### src/rtl/shift_div_pow2_seq.sv
// Sequential power-of-two divider: shifts the operand right one bit per clock
// for k' = min(in_shift, WIDTH) clocks, returning floor quotient and remainder.
module shift_div_pow2_seq #(
  parameter int WIDTH  = 16,
  parameter int CNT_W  = 5,
  parameter int SIGNED = 0
) (
  input  logic             clk,
  input  logic             rst,
  input  logic             in_valid,
  output logic             in_ready,
  input  logic [WIDTH-1:0] in_data,
  input  logic [CNT_W-1:0] in_shift,
  output logic             out_valid,
  input  logic             out_ready,
  output logic [WIDTH-1:0] out_quot,
  output logic [WIDTH-1:0] out_rem,
  output logic             out_clamped,
  output logic             busy
);

  localparam logic [1:0] IDLE  = 2'd0;
  localparam logic [1:0] SHIFT = 2'd1;
  localparam logic [1:0] DONE  = 2'd2;

  logic [1:0]       state_q, state_d;
  logic [CNT_W-1:0] count_q, count_d;
  logic [WIDTH-1:0] quot_q, quot_d;
  logic [WIDTH-1:0] rem_q, rem_d;
  logic             clamped_q, clamped_d;
  logic             valid_q, valid_d;

  logic             clamp_s;
  logic [CNT_W-1:0] k_eff_s;
  logic [WIDTH-1:0] rem_load_s;
  logic             fill_s;

  // Operand preparation: clamp the count and mask off the low k' bits as remainder.
  always_comb begin
    clamp_s    = (in_shift > CNT_W'(WIDTH));
    k_eff_s    = clamp_s ? CNT_W'(WIDTH) : in_shift;
    // A shift by WIDTH yields all zeros, so the mask becomes all ones in the clamp case.
    rem_load_s = in_data & ~({WIDTH{1'b1}} << k_eff_s);
    fill_s     = (SIGNED != 0) ? quot_q[WIDTH-1] : 1'b0;
  end

  // Next-state and datapath update for the IDLE -> SHIFT -> DONE sequence.
  always_comb begin
    state_d   = state_q;
    count_d   = count_q;
    quot_d    = quot_q;
    rem_d     = rem_q;
    clamped_d = clamped_q;
    valid_d   = valid_q;
    case (state_q)
      IDLE: begin
        if (in_valid) begin
          quot_d    = in_data;
          rem_d     = rem_load_s;
          clamped_d = clamp_s;
          count_d   = k_eff_s;
          if (k_eff_s == {CNT_W{1'b0}}) begin
            state_d = DONE;
            valid_d = 1'b1;
          end else begin
            state_d = SHIFT;
            valid_d = 1'b0;
          end
        end else begin
          state_d = IDLE;
          valid_d = 1'b0;
        end
      end
      SHIFT: begin
        quot_d  = {fill_s, quot_q[WIDTH-1:1]};
        count_d = count_q - CNT_W'(1);
        if (count_q == CNT_W'(1)) begin
          state_d = DONE;
          valid_d = 1'b1;
        end else begin
          state_d = SHIFT;
          valid_d = 1'b0;
        end
      end
      DONE: begin
        if (out_ready) begin
          state_d = IDLE;
          valid_d = 1'b0;
        end else begin
          state_d = DONE;
          valid_d = 1'b1;
        end
      end
      default: begin
        state_d = IDLE;
        valid_d = 1'b0;
      end
    endcase
  end

  // State and result registers with synchronous reset.
  always_ff @(posedge clk) begin
    if (rst) begin
      state_q   <= IDLE;
      count_q   <= {CNT_W{1'b0}};
      quot_q    <= {WIDTH{1'b0}};
      rem_q     <= {WIDTH{1'b0}};
      clamped_q <= 1'b0;
      valid_q   <= 1'b0;
    end else begin
      state_q   <= state_d;
      count_q   <= count_d;
      quot_q    <= quot_d;
      rem_q     <= rem_d;
      clamped_q <= clamped_d;
      valid_q   <= valid_d;
    end
  end

  assign in_ready    = (state_q == IDLE);
  assign busy        = (state_q != IDLE);
  assign out_valid   = valid_q;
  assign out_quot    = quot_q;
  assign out_rem     = rem_q;
  assign out_clamped = clamped_q;

endmodule

### config.mk
export PLATFORM = sky130hd
export DESIGN_NAME = shift_div_pow2_seq
export DESIGN_NICKNAME = d
export VERILOG_FILES = /design/src/rtl/shift_div_pow2_seq.sv
export SDC_FILE = /design/constraint.sdc
export NUM_CORES = 1
export LEC_CHECK = 0
export BUFFER_PORTS_ARGS = -buffer_cell sky130_fd_sc_hd__buf_2
export CAP_MARGIN = 20
export CORE_ASPECT_RATIO = 0.7
export CORE_MARGIN = 1
export CORE_UTILIZATION = 30
export CTS_BUF_LIST = sky130_fd_sc_hd__clkbuf_4 sky130_fd_sc_hd__clkbuf_8
export DETAILED_ROUTE_END_ITERATION = 8
export GPL_TIMING_DRIVEN = 0
export PLACE_DENSITY = 0.54
export RECOVER_POWER = 25
export SETUP_SLACK_MARGIN = 0.05
export SLEW_MARGIN = 20
export SYNTH_ARGS = -nofsm -noshare
export SYNTH_HDL_FRONTEND = slang
export SYNTH_SLANG_ARGS = --single-unit
### constraint.sdc
create_clock -name clk -period 4.4 [get_ports clk]
set_input_delay 0.88 -clock clk [delete_from_list [all_inputs] [get_ports clk]]
set_output_delay 0.88 -clock clk [all_outputs]
set_load 0.005 [all_outputs]
==> run_results.csv, run 1 <==
group,metric,value,unit
die,rows,23,
synth,syn_nets,239,
global_route,gr-max-usage-layer,"met1",
synth,yosysMostFrequentCell,"dfxtp_1",
timing,worst_pin_slew,0.5683,ns
place,routabilityCongestion,0.8093,
clock_network,cts_buffers,5,
timing,setup_viol,0,
setup_path,path_cells,"buf_2 -> or2_2 -> inv_1 -> buf_2",
synth,syn_area,1797,um^2
clock_network,clock-sinks,40,
worst_hold_path,hp-start,"out_rem[15]",
setup_path,end_kind,"output pin",
finish,n_fill_cell,640,
place,hpwl,4281,um
timing,min_period,2.119,ns
setup_path,crit_path_top_delay_cell,"dfxtp_1",
detailed_routing,route.detailed.drc,0,
setup_path,crit_top_cell,"buf_2",
detailed_routing,wl,5834,um
timing,fmaxAchievable,0.4718,GHz
timing,hold_viol,0,
timing,tns,0,ns
die,die_h,66.75,um
finish,final_cells,354,
finish,nNetsFinal,305,
timing,final.setup_skew,0.005707,ns
pwr,leakage,0.9291,nW
global_route,grt_pass1_wl,8887,um
detailed_routing,dr.pass1.iters,4,
global_route,grt_overflow,0,
setup_path,worstPathRequired,3.52,ns
timing,post-route-period-util,48.17,%
global_route,grt_use_met1,29.88,%
clock_network,cts_tree,"yes",
clock_network,h-tree-depth,2,
die,io_pins,61,
timing,rsz0062_at_grt,"no",
detailed_routing,routedWlPerCell,16.48,um
setup_path,worst-path-max-fanout,10,
clock_network,cts_resized,0,
setup_path,crit_type,"reg -> out",
global_route,grt_pass1_vias,1692,
global_route,use_met3,4.909,%
detailed_routing,drt_iter0_markers,136,
flow_run,maxCapViolations,0,
die,core_area,5756,um^2
synth,async_flop_share,0,%
clock_network,cts_root_buf,"clkbuf_8",
timing,max_slew_margin,61.95,%
global_route,grt.met2_usage,24.73,%
die,die_area,6308,um^2
synth,seq_area_frac_synth,44.57,%
finish,utilization,39.93,%
setup_path,critPathArrivalTime,1.24,ns
detailed_routing,detail-route-antenna-nets,0,
synth,ys.flop_type,"dfxtp_1",
synth,yosysTopAreaCellShare,44.57,%
setup_path,worstReg2RegEnd,"out_rem[7]",
global_route,grt_max_degree,13,
synth,ys_types,39,
synth,synth_top_area_cell,"dfxtp_1",
synth,synth-seq-cells,40,
detailed_routing,viasPerCell,5.234,
synth,ys_warn_count,0,
clock_network,cts.clk_slew.worst_paths,0.08,ns
global_route,grt_usage,18.89,%
die,start_util,31.22,%
place,numPortBuffers,59,
pwr,max-vdd-ir-drop,0.1935,mV
setup_path,max_stage_delay,0.33,ns
worst_hold_path,min_to,"out_rem[15]",
synth,synthTopCellsByCount,"dfxtp_1 (40), a21oi_1 (38), nand2_1 (34), a22oi_1 (15), clkbuf_1 (13)",
finish,drive_above_1_share,24.37,%
worst_hold_path,hold_depth,2,
clock_network,postCtsSetupBuffers,0,
global_route,antenna_found_initial,0,
clock_network,clock_latency,0.29,ns
synth,synth-edff-count,0,
clock_network,ctsLongestPathBuffers,2,
pwr,power.density,394.9,nW/um^2
worst_hold_path,hold_path_class,"reg -> reg",
run_status,status,"finished, final reports clean",
finish,antenna_cells,0,
setup_path,rr_worst_depth,5,
detailed_routing,num_vias,1853,
setup_path,r2r_start,"state_q[1]",
setup_path,critPathLaunchType,"register",
finish,area_growth_syn_to_layout,27.92,%
setup_path,r2r_slack,2.66,ns
clock_network,cts-hold-fix-buffers,0,
die,die_x,94.50,um
timing,maxSlewViolCount,0,
place,dpl.cell_count,346,
synth,syn_avg_cell_area,8.475,um^2
synth,yosys-top-cells-area,"dfxtp_1 (45%), a21oi_1 (11%), nand2_1 (7.1%)",
synth,postSynthCellCount,212,
[flip-flops by register name, indices dropped and copies added, names as in the netlist]
register	count
out_quot	16
state_q	2
out_rem	16
count_q	5
out_clamped	1
[how the worst max path moves through the flow]
stage | startpoint | endpoint
2_1_floorplan | in_shift[4] | state_q[1]
3_3_place_gp | in_valid | out_rem[7]
3_5_place_dp | in_valid | count_q[1]
4_1_cts | state_q[1] | in_ready
5_1_grt | state_q[1] | in_ready
6_report | state_q[1] | in_ready
[through the flow]
step / area, um^2 / setup WS, ns / hold WS (ns) / total power, mW
after floorplan: 1797 / 2.405 / 0.4483 / 0.5125
after global placement: 2186 / 2.158 / 0.4440 / 0.5825
after detailed placement: 2186 / 2.177 / 0.4429 / 0.5840
after CTS: 2312 / 2.266 / 0.4608 / 0.9174
after global routing: 2298 / 2.225 / 0.4746 / 0.9471
final: 2298 / 2.281 / 0.4593 / 0.9077
[layout make-up]
type / instances / area (um^2) / area share, %
Multi-Input combinational cell: 148 / 889.6 / 38.70
Sequential cell: 40 / 800.8 / 34.84
Timing Repair Buffer: 59 / 281.5 / 12.25
Clock buffer: 7 / 96.34 / 4.192
Buffer: 21 / 95.09 / 4.137
Tap cell: 75 / 93.84 / 4.083
Clock inverter: 1 / 30.03 / 1.306
Inverter: 3 / 11.26 / 0.4899
[layout by cell type (no fill, tap or decap), types with 2 or more instances in the layout]
cell type | netlist | final
buf_2 | 7 | 55
dfxtp_1 | 40 | 40
a21oi_1 | 38 | 38
nand2_1 | 34 | 34
clkbuf_1 | 13 | 24
a22oi_1 | 15 | 15
nand3_1 | 9 | 9
o211ai_1 | 7 | 7
clkbuf_8 | 0 | 7
nand3b_1 | 5 | 5
a21o_1 | 4 | 4
o311ai_0 | 4 | 4
inv_1 | 3 | 3
nand4_1 | 2 | 2
o21a_1 | 2 | 2
or4_1 | 2 | 2
a32oi_1 | 2 | 2
or3_1 | 2 | 2
ha_1 | 2 | 2
[cells by family (layout without fill, tap and decap cells)]
logic type | Yosys count | after routing | share of synthesized area [%]
buffers and inverters | 24 | 91 | 5.919
adders and majority gates | 2 | 2 | 1.393
AOI/OAI and AO/OA | 83 | 83 | 30.01
DFF | 40 | 40 | 44.57
and+or+nand+nor | 63 | 63 | 18.11
[critical path, delay by kind of cell, from the launching register on]
family,cells,cell delay [ns]
DFF,1,0.33
buffers and inverters,3,0.32
and+or+nand+nor,1,0.31
[report_power, final]
part	internal, mW	switching [mW]
combinational	0.0666	0.102
clock	0.200	0.131
sequential	0.389	0.0187
total	0.656	0.252
[metal layers]
layer  part of all wire (%)  up-vias
li1                       -      911
met1                     54      869
met4                   0.14        0
met2                     38       71
met3                    8.7        2
met5                      0        -
Note: power is estimated with default switching activity, not from simulation.
==> run 2, diff against run 1 <==
==> constraint.sdc (replaced) <==
create_clock -name clk -period 2.1 [get_ports clk]
set_input_delay 0.42 -clock clk [delete_from_list [all_inputs] [get_ports clk]]
set_output_delay 0.42 -clock clk [all_outputs]
set_load 0.005 [all_outputs]
==> run_results.csv, run 2 (same netlist as run 1, synthesis figures left out) <==
group,metric,value,unit
timing,worst_pin_slew,0.5684,ns
run_status,status,"finished, final reports clean",
setup_path,crit_type,"reg -> reg",
setup_path,rr_worst_depth,5,
finish,n_fill_cell,641,
setup_path,critPathLaunchType,"register",
pwr,leakage,0.9278,nW
worst_hold_path,hp-start,"in_data[15]",
die,die_area,6308,um^2
setup_path,worstReg2RegEnd,"out_rem[7]",
global_route,grt_pass1_vias,1692,
pwr,pwr-share-comb,18.5,%
global_route,grt_usage,18.89,%
finish,area_growth_syn_to_layout,27.92,%
die,die_x,94.50,um
worst_hold_path,min_to,"out_quot[15]",
die,start_util,31.22,%
setup_path,worstPathRequired,2.32,ns
die,rows,23,
setup_path,crit_family,"simple AND/OR/NAND/NOR gates",
global_route,grt_pass1_wl,8887,um
detailed_routing,dr.pass1.iters,4,
worst_hold_path,hold_depth,3,
global_route,antenna_found_initial,0,
clock_network,cts_root_buf,"clkbuf_8",
setup_path,crit_buf_inv,2,
setup_path,crit_path_top_delay_cell,"nor3b_2",
setup_path,end_kind,"register",
setup_path,critPathArrivalTime,1.96,ns
setup_path,crit_top_cell,"buf_2",
pwr,seqPwrFrac,45.0,%
die,die_h,66.75,um
worst_hold_path,hold_path_class,"in -> reg",
setup_path,cp-startpoint,"state_q[1]",
finish,final_common_cell,"buf_2",
setup_path,max_stage_delay,0.51,ns
place,routabilityCongestion,0.8093,
timing,maxSlewViolCount,0,
place,dp_slack,0.3367,ns
die,core_area,5756,um^2
place,placed_area,2186,um^2
clock_network,clock_latency,0.29,ns
clock_network,cts_buffers,5,
clock_network,clock-sinks,40,
timing,min_period,1.742,ns
clock_network,h-tree-depth,2,
die,io_pins,61,
global_route,grt_max_degree,13,
detailed_routing,viasPerCell,5.237,
global_route,grt_overflow,0,
flow_run,maxCapViolations,0,
timing,setup_viol,0,
pwr,internal_power,1.375,mW
detailed_routing,detail-route-antenna-nets,0,
detailed_routing,route.detailed.drc,0,
finish,nNetsFinal,305,
setup_path,r2r_slack,0.36,ns
pwr,power.density,827.5,nW/um^2
clock_network,cts.clk_slew.worst_paths,0.08,ns
finish,finish.instance_area,2298,um^2
setup_path,r2r_start,"state_q[1]",
timing,hold_viol,0,
clock_network,ctsLongestPathBuffers,2,
pwr,sw_frac_of_total,27.72,%
timing,final.setup_skew,0.005658,ns
clock_network,postCtsSetupBuffers,0,
detailed_routing,num_vias,1854,
timing,layout_setup_ws,0.3576,ns
timing,tns,0,ns
detailed_routing,drt_iter0_markers,136,
finish,antenna_cells,0,
timing,fmaxAchievable,0.5739,GHz
clock_network,cts_tree,"yes",
detailed_routing,routedWlPerCell,16.48,um
pwr,p_clk_share,36.5,%
pwr,power_switching,0.5272,mW
finish,drive_above_1_share,24.37,%
pwr,max-vdd-ir-drop,0.4054,mV
timing,rsz0062_at_grt,"no",
place,numPortBuffers,59,
detailed_routing,wl,5834,um
finish,layout_common_cells,"buf_2 (55), dfxtp_1 (40), a21oi_1 (38)",
setup_path,path_cells,"buf_2 -> nor3b_2 -> buf_2 -> o211ai_1 -> a21oi_1",
timing,max_slew_margin,61.94,%
clock_network,cts-hold-fix-buffers,0,
place,hpwl,4281,um
clock_network,cts_resized,0,
setup_path,worst-path-max-fanout,10,
timing,post-route-period-util,82.97,%
-- run 2: cell counts in the layout (fill, tap and decap cells not counted) --
Identical to the previous run, type by type.
-- run 2: power by group through the flow --
stage                     Combinational (mW)  Sequential (mW)  Clock [mW]
after global placement                 0.348            0.872           0
final                                  0.353            0.855       0.694
after global routing                   0.388            0.863       0.733
after floorplan                        0.205            0.869           0
after detailed placement               0.352            0.872           0
after CTS                              0.353            0.855       0.714
-- run 2: worst max path at each step --
stage | endpoint | cells past startpoint
CTS | out_rem[7] | 5
detailed placement | count_q[1] | 6
global placement | out_rem[7] | 5
global route | out_rem[7] | 5
finish | out_rem[7] | 5
floorplan | state_q[1] | 4
-- run 2: worst register-to-register path, cell delays in order (launching register included) --
cell and delay, ns:
dfxtp_1 0.33, buf_2 0.17, nor3b_2 0.51, buf_2 0.33, o211ai_1 0.16, a21oi_1 0.17
-- run 2: layout make-up --
| cell class | instances | area [um^2] | share of cell area, % |
|---|---|---|---|
| Sequential cell | 40 | 800.8 | 34.84 |
| Inverter | 3 | 11.26 | 0.4899 |
| Clock buffer | 7 | 96.34 | 4.192 |
| Clock inverter | 1 | 30.03 | 1.306 |
| Timing Repair Buffer | 59 | 281.5 | 12.25 |
| Tap cell | 75 | 93.84 | 4.083 |
| Buffer | 21 | 95.09 | 4.137 |
| Multi-Input combinational cell | 148 | 889.6 | 38.70 |
-- run 2: metrics by stage --
stage | util (%) | cells | hold slack (ns) | power (mW)
after floorplan | - | 212 | 0.4483 | 1.074
after global placement | 37.98 | 346 | 0.4440 | 1.221
after detailed placement | 37.98 | 346 | 0.4429 | 1.224
after CTS | 40.17 | 354 | 0.3649 | 1.922
after global routing | 39.93 | 354 | 0.3979 | 1.984
final | 39.93 | 354 | 0.3693 | 1.902
-- run 2: metal layers --
layer,global-route usage [%],part of all wire [%],up-vias,wire length (um)
met5,0,0,-,0
met2,24.73,38,71,2192
met4,3.409,0.14,0,8
met3,4.909,8.7,2,507
met1,29.88,54,870,3125
li1,-,-,911,-
==> run 3, diff against run 2 <==
==> constraint.sdc (replaced) <==
create_clock -name clk -period 1.8 [get_ports clk]
set_input_delay 0.36 -clock clk [delete_from_list [all_inputs] [get_ports clk]]
set_output_delay 0.36 -clock clk [all_outputs]
set_load 0.005 [all_outputs]
==> run_results.csv, run 3 (same netlist as run 1, synthesis figures left out) <==
group,metric,value,unit
finish,seq_area,800.8,um^2
die,rows,23,
detailed_routing,viasPerCell,5.243,
finish,multi_input_area,895.9,um^2
timing,hold_viol,0,
clock_network,cts_buffers,5,
setup_path,worstPathRequired,2.02,ns
finish,drive_above_1_share,24.73,%
finish,nNetsFinal,305,
timing,post-route-period-util,89.38,%
pwr,max-vdd-ir-drop,0.4723,mV
timing,layout_setup_ws,0.1912,ns
timing,maxSlewViolCount,0,
global_route,grt_max_degree,13,
clock_network,cts_root_buf,"clkbuf_8",
detailed_routing,detail-route-antenna-nets,0,
timing,setup_viol,0,
finish,layout_common_cells,"buf_2 (55), dfxtp_1 (40), a21oi_1 (38)",
finish,area_growth_syn_to_layout,28.34,%
global_route,grt_usage,18.89,%
detailed_routing,drt_iter0_markers,135,
die,io_pins,61,
global_route,grt_pass1_vias,1692,
place,dp_slack,0.09666,ns
finish,utilization,40.07,%
place,numPortBuffers,59,
detailed_routing,wl,5831,um
die,start_util,31.22,%
place,placed_area,2186,um^2
setup_path,critPathLaunchType,"register",
setup_path,crit_type,"reg -> reg",
global_route,grt_pass1_wl,8887,um
pwr,leakage,0.9316,nW
place,dpl.cell_count,346,
finish,final_cells,354,
clock_network,cts_tree,"yes",
timing,tns,0,ns
timing,whs,0.3098,ns
flow_run,maxCapViolations,0,
global_route,antenna_found_initial,0,
setup_path,worst-path-max-fanout,10,
run_status,status,"finished, final reports clean",
clock_network,cts.clk_slew.worst_paths,0.08,ns
pwr,power.density,962.8,nW/um^2
timing,max_slew_margin,61.95,%
die,die_h,66.75,um
detailed_routing,num_vias,1856,
finish,final_common_cell,"buf_2",
detailed_routing,routedWlPerCell,16.47,um
global_route,grt_overflow,0,
setup_path,end_kind,"register",
timing,rsz0062_at_grt,"no",
place,routabilityCongestion,0.8093,
detailed_routing,dr.pass1.iters,4,
die,core_area,5756,um^2
finish,antenna_cells,0,
clock_network,clock_latency,0.29,ns
finish,n_fill_cell,643,
timing,worst_pin_slew,0.5707,ns
setup_path,critPathArrivalTime,1.83,ns
pwr,p_total,2.220,mW
clock_network,clock-sinks,40,
clock_network,h-tree-depth,2,
clock_network,ctsLongestPathBuffers,2,
detailed_routing,route.detailed.drc,0,
die,die_x,94.50,um
finish,finish.instance_area,2306,um^2
die,die_area,6308,um^2
worst_hold_path,hold_path_class,"in -> reg",
timing,fmaxAchievable,0.6216,GHz
place,hpwl,4281,um
timing,min_period,1.609,ns
timing,final.setup_skew,0.006407,ns
[run 3: cell counts in the layout (fill, tap and decap cells not counted)]
Identical to the previous run, type by type.
[run 3: power by group]
part | leakage (nW) | switching (mW) | internal [mW]
Clock | 0.0645 | 0.319 | 0.490
Sequential | 0.328 | 0.0459 | 0.952
Combinational | 0.539 | 0.249 | 0.165
Total | 0.932 | 0.614 | 1.61
[run 3: worst max-delay path, stage by stage (launching register included)]
cell and delay [ns]:
dfxtp_1 0.33, buf_2 0.18, nor3b_4 0.40, buf_2 0.30
o211ai_1 0.16, a21oi_1 0.17
[run 3: worst paths after layout]
path	from	end	slack [ns]	cells after the start
min	in_data[15]	out_quot[15]	0.31	3
max	state_q[1]	out_rem[7]	0.19	5
min reg2reg	out_rem[15]	out_rem[15]	0.46	2
max reg2reg	state_q[1]	out_rem[7]	0.19	5
[run 3: repair_timing]
item                                    CTS  global route
gates resized for setup                   0             3
hold buffers                              0             0
setup buffers                             0             0
endpoints found under the setup margin    0            28
[run 3: layer usage]
metal	vias up	track usage (%)	wire length (um)
li1	911	-	-
met1	864	29.88	3038
met2	79	24.73	2179
met3	2	4.909	604
met4	0	3.409	8
met5	-	0	0
[run 3: layout make-up]
type                            instances  share of cell area, %
Multi-Input combinational cell        148                  38.85
Sequential cell                        40                  34.73
Timing Repair Buffer                   59                  12.21
Clock buffer                            7                  4.178
Buffer                                 21                  4.178
Tap cell                               75                  4.069
Clock inverter                          1                  1.302
Inverter                                3                 0.4883
